File: src/rtl/gray_bin_pipe_if.sv
// Handshake bundle for gray_bin_pipe: upstream valid/ready with din/mode, downstream valid/ready with dout/out_mode.
// adj_err exists only when GRAY_BIN_ADJ_CHECK_EN is defined.
interface gray_bin_pipe_if #(parameter int WIDTH = 6);
  logic             in_valid;
  logic             in_ready;
  logic             mode;
  logic [WIDTH-1:0] din;
  logic             out_valid;
  logic             out_ready;
  logic [WIDTH-1:0] dout;
  logic             out_mode;
`ifdef GRAY_BIN_ADJ_CHECK_EN
  logic             adj_err;

  modport master (output in_valid, mode, din, out_ready,
                  input  in_ready, out_valid, dout, out_mode, adj_err);
  modport slave  (input  in_valid, mode, din, out_ready,
                  output in_ready, out_valid, dout, out_mode, adj_err);
`else
  modport master (output in_valid, mode, din, out_ready,
                  input  in_ready, out_valid, dout, out_mode);
  modport slave  (input  in_valid, mode, din, out_ready,
                  output in_ready, out_valid, dout, out_mode);
`endif
endinterface

File: src/rtl/gray_bin_pipe.sv
// Two-stage elastic Gray<->binary converter; mode 0 = gray-to-binary, 1 = binary-to-gray.
// Optional Gray adjacency checker enabled by macro GRAY_BIN_ADJ_CHECK_EN.
module gray_bin_pipe #(
  parameter int WIDTH = 6
) (
  input  logic           clk,
  input  logic           rst_n,
  gray_bin_pipe_if.slave bus
);

  logic             s1_valid;
  logic             s1_mode;
  logic [WIDTH-1:0] s1_data;
  logic             s2_valid;
  logic             s2_mode;
  logic [WIDTH-1:0] s2_data;
  logic             s2_adv;
  logic [WIDTH-1:0] conv;

  // S2 frees up when empty or draining; S1 moves into S2 on the same condition.
  assign s2_adv      = !s2_valid || bus.out_ready;
  assign bus.in_ready = !s1_valid || s2_adv;

  // NOTE: every variable assigned in always_comb gets a value on all paths, otherwise a latch is inferred.
  always_comb begin
    conv = s1_data ^ (s1_data >> 1);
    if (!s1_mode) begin
      conv[WIDTH-1] = s1_data[WIDTH-1];
      for (int i = WIDTH - 2; i >= 0; i--) begin
        conv[i] = conv[i+1] ^ s1_data[i];
      end
    end
  end

  // NOTE: sequential state uses non-blocking assignments so all registers update from pre-edge values.
  always_ff @(posedge clk) begin
    if (!rst_n) begin
      s1_valid <= 1'b0;
      s1_mode  <= 1'b0;
    end else if (bus.in_ready) begin
      s1_valid <= bus.in_valid;
      if (bus.in_valid) s1_mode <= bus.mode;
    end
  end

  // NOTE: S1 payload is deliberately left out of reset; s1_valid qualifies it.
  always_ff @(posedge clk) begin
    if (bus.in_ready && bus.in_valid) s1_data <= bus.din;
  end

  always_ff @(posedge clk) begin
    if (!rst_n) begin
      s2_valid <= 1'b0;
      s2_mode  <= 1'b0;
      s2_data  <= '0;
    end else if (s2_adv) begin
      s2_valid <= s1_valid;
      if (s1_valid) begin
        s2_mode <= s1_mode;
        s2_data <= conv;
      end
    end
  end

  assign bus.out_valid = s2_valid;
  assign bus.dout      = s2_data;
  assign bus.out_mode  = s2_mode;

`ifdef GRAY_BIN_ADJ_CHECK_EN
  logic [WIDTH-1:0] gray_val;
  logic [WIDTH-1:0] hist;
  logic             hist_valid;
  logic             s2_adj;
  logic             adj_next;

  // The gray-domain value is the input for gray-to-binary, the result for binary-to-gray.
  assign gray_val = s1_mode ? conv : s1_data;
  assign adj_next = hist_valid && ($countones(gray_val ^ hist) != 1);

  always_ff @(posedge clk) begin
    if (!rst_n) begin
      hist_valid <= 1'b0;
      hist       <= '0;
      s2_adj     <= 1'b0;
    end else if (s2_adv && s1_valid) begin
      hist_valid <= 1'b1;
      hist       <= gray_val;
      s2_adj     <= adj_next;
    end
  end

  assign bus.adj_err = s2_adj;
`endif

endmodule

File: src/flat_wrapper.sv
// flat-port wrapper written by rule: the top's interface ports become plain ports
module gray_bin_pipe_flat 
#(
  parameter int WIDTH = 6
)
  (clk, rst_n, bus_in_valid, bus_mode, bus_din, bus_out_ready, bus_in_ready, bus_out_valid, bus_dout, bus_out_mode);
  gray_bin_pipe_if #(.WIDTH(WIDTH)) bus_i ();
  input  logic clk;
  input  logic rst_n;
  input wire logic [$bits(bus_i.in_valid)-1:0] bus_in_valid;
  input wire logic [$bits(bus_i.mode)-1:0] bus_mode;
  input wire logic [$bits(bus_i.din)-1:0] bus_din;
  input wire logic [$bits(bus_i.out_ready)-1:0] bus_out_ready;
  output wire logic [$bits(bus_i.in_ready)-1:0] bus_in_ready;
  output wire logic [$bits(bus_i.out_valid)-1:0] bus_out_valid;
  output wire logic [$bits(bus_i.dout)-1:0] bus_dout;
  output wire logic [$bits(bus_i.out_mode)-1:0] bus_out_mode;
  assign bus_i.in_valid = bus_in_valid;
  assign bus_i.mode = bus_mode;
  assign bus_i.din = bus_din;
  assign bus_i.out_ready = bus_out_ready;
  assign bus_in_ready = bus_i.in_ready;
  assign bus_out_valid = bus_i.out_valid;
  assign bus_dout = bus_i.dout;
  assign bus_out_mode = bus_i.out_mode;
  gray_bin_pipe #(.WIDTH(WIDTH)) u_core (.clk(clk), .rst_n(rst_n), .bus(bus_i));
endmodule
File: config.mk
export PLATFORM = sky130hd
export DESIGN_NAME = gray_bin_pipe_flat
export DESIGN_NICKNAME = d
export VERILOG_FILES = /design/src/rtl/gray_bin_pipe_if.sv /design/src/rtl/gray_bin_pipe.sv /design/src/flat_wrapper.sv
export SDC_FILE = /design/constraint.sdc
export NUM_CORES = 1
export LEC_CHECK = 0
export CORE_MARGIN = 3
export CORE_UTILIZATION = 44
export DETAILED_ROUTE_END_ITERATION = 12
export PLACE_DENSITY = 0.75
export SYNTH_ARGS = -nofsm -noshare
export SYNTH_HDL_FRONTEND = slang
export SYNTH_SLANG_ARGS = --single-unit
File: constraint.sdc
create_clock -name clk -period 1.7 [get_ports clk]
set_input_delay 0.17 -clock clk [delete_from_list [all_inputs] [get_ports clk]]
set_output_delay 0.17 -clock clk [all_outputs]
set_load 0.005 [all_outputs]
==> results of run 1 <==
==> cell usage after synthesis <==
library cell	n	area share (%)
xnor2_1	5	6.4
and3_1	1	0.91
a211oi_1	1	1.1
a31o_1	1	1.3
and2_1	2	1.8
clkbuf_1	1	0.54
o211ai_1	1	1.1
nand3b_1	1	1.1
mux2i_1	2	2.9
nand2b_1	2	1.8
nor2b_1	2	1.8
dfxtp_1	10	29
inv_1	3	1.6
nand3_1	2	1.5
buf_2	1	0.73
nand2_1	7	3.8
or4_1	1	1.1
or3_1	1	0.91
nand4_1	4	3.6
a21oi_1	5	3.6
xnor2_2	1	2.4
edfxtp_1	6	26
nor2_1	4	2.2
xor2_1	2	2.5
==> sequential cells by signal, indices dropped and copies added (netlist names) <==
signal / count
u_core.bus.out_valid: 1
u_core.s1_mode: 1
u_core.s1_valid: 1
u_core.s1_data: 6
u_core.bus.dout: 6
u_core.bus.out_mode: 1
==> stage by stage <==
| stage | power (mW) | instance area, sq um |
|---|---|---|
| 6_report | 0.778 | 937 |
| 5_1_grt | 0.822 | 937 |
| 4_1_cts | 0.786 | 937 |
| 3_5_place_dp | 0.587 | 911 |
| 3_3_place_gp | 0.583 | 911 |
| 2_1_floorplan | 0.519 | 688 |
==> per-layer routing <==
layer / vias up / GRT usage, %
met5: - / 0
met3: 2 / 3.56
li1: 276 / -
met4: 0 / 8.77
met1: 245 / 15.6
met2: 15 / 20.9
==> final timing paths <==
path,startpoint,end,slack [ns],depth (start not counted)
worst min-delay path,bus_din[2],u_core.s1_data[2]$_DFFE_PP_,0.44,1
worst min register to register,u_core.bus.out_mode$_SDFFE_PN0P_,u_core.bus.out_mode$_SDFFE_PN0P_,0.46,2
worst max-delay path,u_core.s1_data[3]$_DFFE_PP_,u_core.bus.dout[0]$_SDFFE_PN0P_,0.22,4
worst max register to register,u_core.s1_data[3]$_DFFE_PP_,u_core.bus.dout[0]$_SDFFE_PN0P_,0.22,4
==> cells by family after synthesis <==
kind of cell | Yosys count | synth area share, %
simple gates | 27 | 20.5
xor+xnor | 8 | 11.3
buf+inv | 5 | 2.91
flops | 16 | 55.3
mux | 2 | 2.91
compound gates | 8 | 7.09
==> final cells by class <==
type | count | area [sq um]
clock buffer | 3 | 22.5
clock inverter | 1 | 3.75
fill | 118 | 445
inverter | 3 | 11.3
multi-input combinational | 45 | 288
sequential | 16 | 380
tap | 15 | 18.8
timing repair buffer | 22 | 213
==> power by group through the flow <==
stage	Clock, mW	Combinational [mW]	Sequential, mW
final	0.202	0.136	0.440
after global routing	0.228	0.151	0.443
after CTS	0.208	0.138	0.441
after detailed placement	0	0.137	0.449
after global placement	0	0.134	0.449
after floorplan	0	0.0702	0.449
==> out/metrics.yaml, run 1 <==
relSlewSlack_pct: 80.4
worstSetupStartpointType: "flop"
cts_max_level: 1
fin_crit_ns: 1.48
vias: 538
layout_commonest_cell: "clkdlybuf4s50_1"
worst_ep_arrival_time_ns: 1.71
cts.clk_slew.worst_paths_ns: 0.10
clock_skew_ns: 0.00592
areaGrowthSynthToFinish_pct: 36.2
mostFrequentLayoutCells: "19 x clkdlybuf4s50_1, 10 x dfxtp_1, 7 x nand2_1"
wl_met1_microns: 492
ios: 20
status: "finished, final reports clean"
synth-seq-area-share_pct: 55.3
clk_latency_ns: 0.28
power_frac_seq_pct: 56.5
finalWorstSetupSlack_ns: 0.222
core_sq_um: 1380
hold_violations: 0
drtIter0Drc: 2
drive_gt1_share_pct: 7.78
post-place-ws_ns: 0.107
required_ns: 1.93
dr.pass1.iters: 2
slowest_stage: "or4_1"
switching_power_mw: 0.187
cp_top_family: "simple AND/OR/NAND/NOR gates"
tns_ns: 0
cts_made_buffers: 3
wl_per_cell_microns: 10.8
hpwlAfterDp_microns: 900
gp_congestion: 0.723
dp_cells: 101
power.combinational.fraction_pct: 17.5
antenna_left: 0
grt-ovfl-total: 0
routed.top_layer: "met4"
p_int_mw: 0.591
cp_common_cell: "xnor2_1"
synthCells: 66
first_global_vias: 484
die_x_microns: 45.5
critPathBufInv: 0
cts_root_buf: "clkbuf_4"
grt_max_degree: 10
portBuffers: 19
antenna_found_initial: 0
critPathKind: "reg2reg"
rsz0062_at_grt: "false"
ys_warn_count: 0
met2_length_microns: 545
std_cell_rows: 13
power.density_nw_per_um2: 830
crit_chain: "xnor2_1 -> xnor2_1 -> or4_1 -> nand4_1"
n_antenna_cell: 0
fin_cells: 105
die_h_microns: 45.5
drc_errors: 0
hold_path.class: "in2reg"
final_util_pct: 67.8
power_frac_clock_pct: 26.0
syn_area_per_cell_sq_um: 10.4
layout_worst_path_cycle_share_pct: 86.9
cp_max_fo: 4
hold-worst-slack_ns: 0.436
worst_pin_slew_ns: 0.294
synth_area_sq_um: 688
max_stage_delay_ns: 0.47
yosysUniqueCellTypes: 24
fmax_mhz: 677
leakage_nw: 0.351
switching_share_pct: 24.0
peakVddDrop_uv: 777
grt_pass1_wl_mm: 1.91
viasPerCell: 5.12
finalMaxSlewViolations: 0
cp-end-kind: "flop"
max_cap_violations: 0
clockBufferDepth: 2
wl_met3_microns: 69
setup_violations: 0
cts_setup_buffers: 0
drt-total-wl_mm: 1.13
cts.sinks: 16
syn-num-nets: 77
tritoncts: "done"
synth-seq-cells: 16
dieArea_sq_um: 2070
grt.total_usage_pct: 13.2
cts_hold_buf: 0
ctsResizeCount: 0
start_util_pct: 49.8
nets: 102
Power figures use the tool's default switching activity.
==> run 2, diff against run 1 <==
--- a/config.mk
+++ b/config.mk
@@ -6,9 +6,11 @@
 export NUM_CORES = 1
 export LEC_CHECK = 0
 export CORE_MARGIN = 3
-export CORE_UTILIZATION = 44
+export CORE_UTILIZATION = 40
 export DETAILED_ROUTE_END_ITERATION = 12
-export PLACE_DENSITY = 0.75
+export PLACE_DENSITY = 0.72
+export SKIP_CTS_REPAIR_TIMING = 1
+export SKIP_LAST_GASP = 1
 export SYNTH_ARGS = -nofsm -noshare
 export SYNTH_HDL_FRONTEND = slang
 export SYNTH_SLANG_ARGS = --single-unit
==> constraint.sdc (replaced) <==
create_clock -name clk -period 1.3 [get_ports clk]
set_input_delay 0.13 -clock clk [delete_from_list [all_inputs] [get_ports clk]]
set_output_delay 0.13 -clock clk [all_outputs]
set_load 0.005 [all_outputs]
==> out/metrics.yaml, run 2 (same netlist as run 1, synthesis figures left out) <==
status: "finished, violations left"
violations: "negative setup slack"
worstSetupStartpointType: "flop"
cp-end-kind: "flop"
p_int_mw: 0.807  # +36%
drt-total-wl_mm: 1.28  # +13%
cp_max_fo: 4  # unchanged
critPathKind: "reg2reg"
cts_root_buf: "clkbuf_4"
drtIter0Drc: 8  # +6
grt_pass1_wl_mm: 1.99  # +4.0%
slowest_stage: "edfxtp_1"
crit_chain: "xnor2_2 -> xnor2_1 -> or4_1 -> nand4_1"
setup_violations: 3  # +3
switching_power_mw: 0.256  # +37%
ios: 20  # unchanged
die_h_microns: 47.5  # +4.2%
antenna_found_initial: 0  # unchanged
vias: 576  # +7.1%
cts.sinks: 16  # unchanged
required_ns: 1.53  # -0.40 ns
grt-ovfl-total: 0  # unchanged
clockBufferDepth: 2  # unchanged
layout_worst_path_cycle_share_pct: 105  # +18 points
drive_gt1_share_pct: 21.4  # +14 points
gp_congestion: 0.771  # +6.7%
dpl_cell_area_sq_um: 965  # +5.9%
rrSetupSlack_ns: -0.07  # -0.29 ns
drc_errors: 0  # unchanged
start_util_pct: 44.1  # -5.6 points
nets: 110  # +7.8%
worst_pin_slew_ns: 0.306  # +0.0127 ns
power_frac_clock_pct: 25.6  # -0.4 points
n_fill_cell: 142  # +20%
multiInputGateArea_sq_um: 307  # +6.5%
hpwlAfterDp_microns: 981  # +8.9%
worst_ep_arrival_time_ns: 1.59  # -0.12 ns
critPathBufInv: 0  # unchanged
cts.clk_slew.worst_paths_ns: 0.10  # about the same
cts_made_buffers: 3  # unchanged
finalWorstSetupSlack_ns: -0.0678  # -0.290 ns
max_cap_violations: 0  # unchanged
grt.total_usage_pct: 12.9  # -0.39 points
power.combinational.fraction_pct: 20.2  # +2.7 points
switching_share_pct: 24.1  # +0.081 points
leakage_nw: 0.402  # +14%
stdcell_area_sq_um: 1020  # +9.2%
die_x_microns: 47.5  # +4.2%
hold_violations: 0  # unchanged
rsz0062_at_grt: "true"
dr.pass1.iters: 4  # +2
power_frac_seq_pct: 54.2  # -2.3 points
wl_per_cell_microns: 11.2  # +3.9%
cts_max_level: 1  # unchanged
portBuffers: 19  # unchanged
fin_crit_ns: 1.37  # -0.110 ns
first_global_vias: 505  # +4.3%
peakVddDrop_uv: 587  # -24%
finalMaxSlewViolations: 0  # unchanged
post-place-ws_ns: -0.212  # -0.319 ns
max_stage_delay_ns: 0.45  # -0.02 ns
relSlewSlack_pct: 79.6  # -0.79 points
seqCellArea_sq_um: 384  # +0.99%
dieArea_sq_um: 2250  # +8.7%
hold_path.class: "in2reg"
cp_top_family: "simple AND/OR/NAND/NOR gates"
areaGrowthSynthToFinish_pct: 48.7
grt_max_degree: 10  # unchanged
tns_ns: -0.0848  # -0.0848 ns
clk_latency_ns: 0.28  # about the same
tritoncts: "done"
finalPower_mw: 1.06  # +37%
mostFrequentLayoutCells: "18 x clkdlybuf4s50_1, 11 x buf_4, 7 x nand2_1, 7 x dfxtp_1, 6 x edfxtp_1"
std_cell_rows: 14  # +1
layout_commonest_cell: "clkdlybuf4s50_1"
final_util_pct: 65.7  # -2.1 points
antenna_left: 0  # unchanged
power.density_nw_per_um2: 1040  # +25%
n_antenna_cell: 0  # unchanged
viasPerCell: 5.05  # -1.4%
fmax_mhz: 731  # +8.1%
core_sq_um: 1560  # +13%
clock_skew_ns: 0.00425  # -0.00167 ns
==> run 2: worst paths after layout <==
| kind | start | end | depth (start not counted) |
|---|---|---|---|
| worst max-delay path | u_core.s1_data[5]$_DFFE_PP_ | u_core.bus.dout[0]$_SDFFE_PN0P_ | 4 |
| worst min-delay path | bus_din[3] | u_core.s1_data[3]$_DFFE_PP_ | 1 |
| worst max register to register | u_core.s1_data[5]$_DFFE_PP_ | u_core.bus.dout[0]$_SDFFE_PN0P_ | 4 |
| worst min register to register | u_core.bus.out_mode$_SDFFE_PN0P_ | u_core.bus.out_mode$_SDFFE_PN0P_ | 2 |
==> run 2: power groups by stage <==
stage          sequential, mW  clock, mW  combinational (mW)
2_1_floorplan           0.588          0              0.0938
3_3_place_gp            0.585          0               0.196
3_5_place_dp            0.587          0               0.201
4_1_cts                 0.576      0.274               0.201
5_1_grt                 0.581      0.311               0.234
6_report                0.576      0.273               0.214
==> run 2: metal layers <==
| metal | routed length [microns] | GRT usage (%) | part of all wire (%) |
|---|---|---|---|
| met4 | 11 | 6.63 | 0.86 |
| met2 | 628 | 22.5 | 49 |
| met5 | 0 | 0 | 0 |
| met3 | 84 | 4.51 | 6.6 |
| met1 | 550 | 13.5 | 43 |
==> run 2: worst register-to-register path: stages (launching register included) <==
cell and delay, ns:
edfxtp_1 0.45, xnor2_2 0.28, xnor2_1 0.11, or4_1 0.40, nand4_1 0.08
==> run 2: area by class of cell <==
class | count | area share [%]
Timing Repair Buffer | 30 | 26.9
Multi-Input combinational cell | 45 | 30.0
Inverter | 3 | 1.10
Clock buffer | 4 | 2.57
Sequential cell | 16 | 37.5
Tap cell | 16 | 1.96
==> run 2: stage by stage <==
| stage | hold WS [ns] | instances |
|---|---|---|
| floorplan | 0.229 | 66 |
| global route | 0.377 | 114 |
| finish | 0.396 | 114 |
| global placement | 0.440 | 108 |
| detailed placement | 0.443 | 108 |
| CTS | 0.394 | 112 |
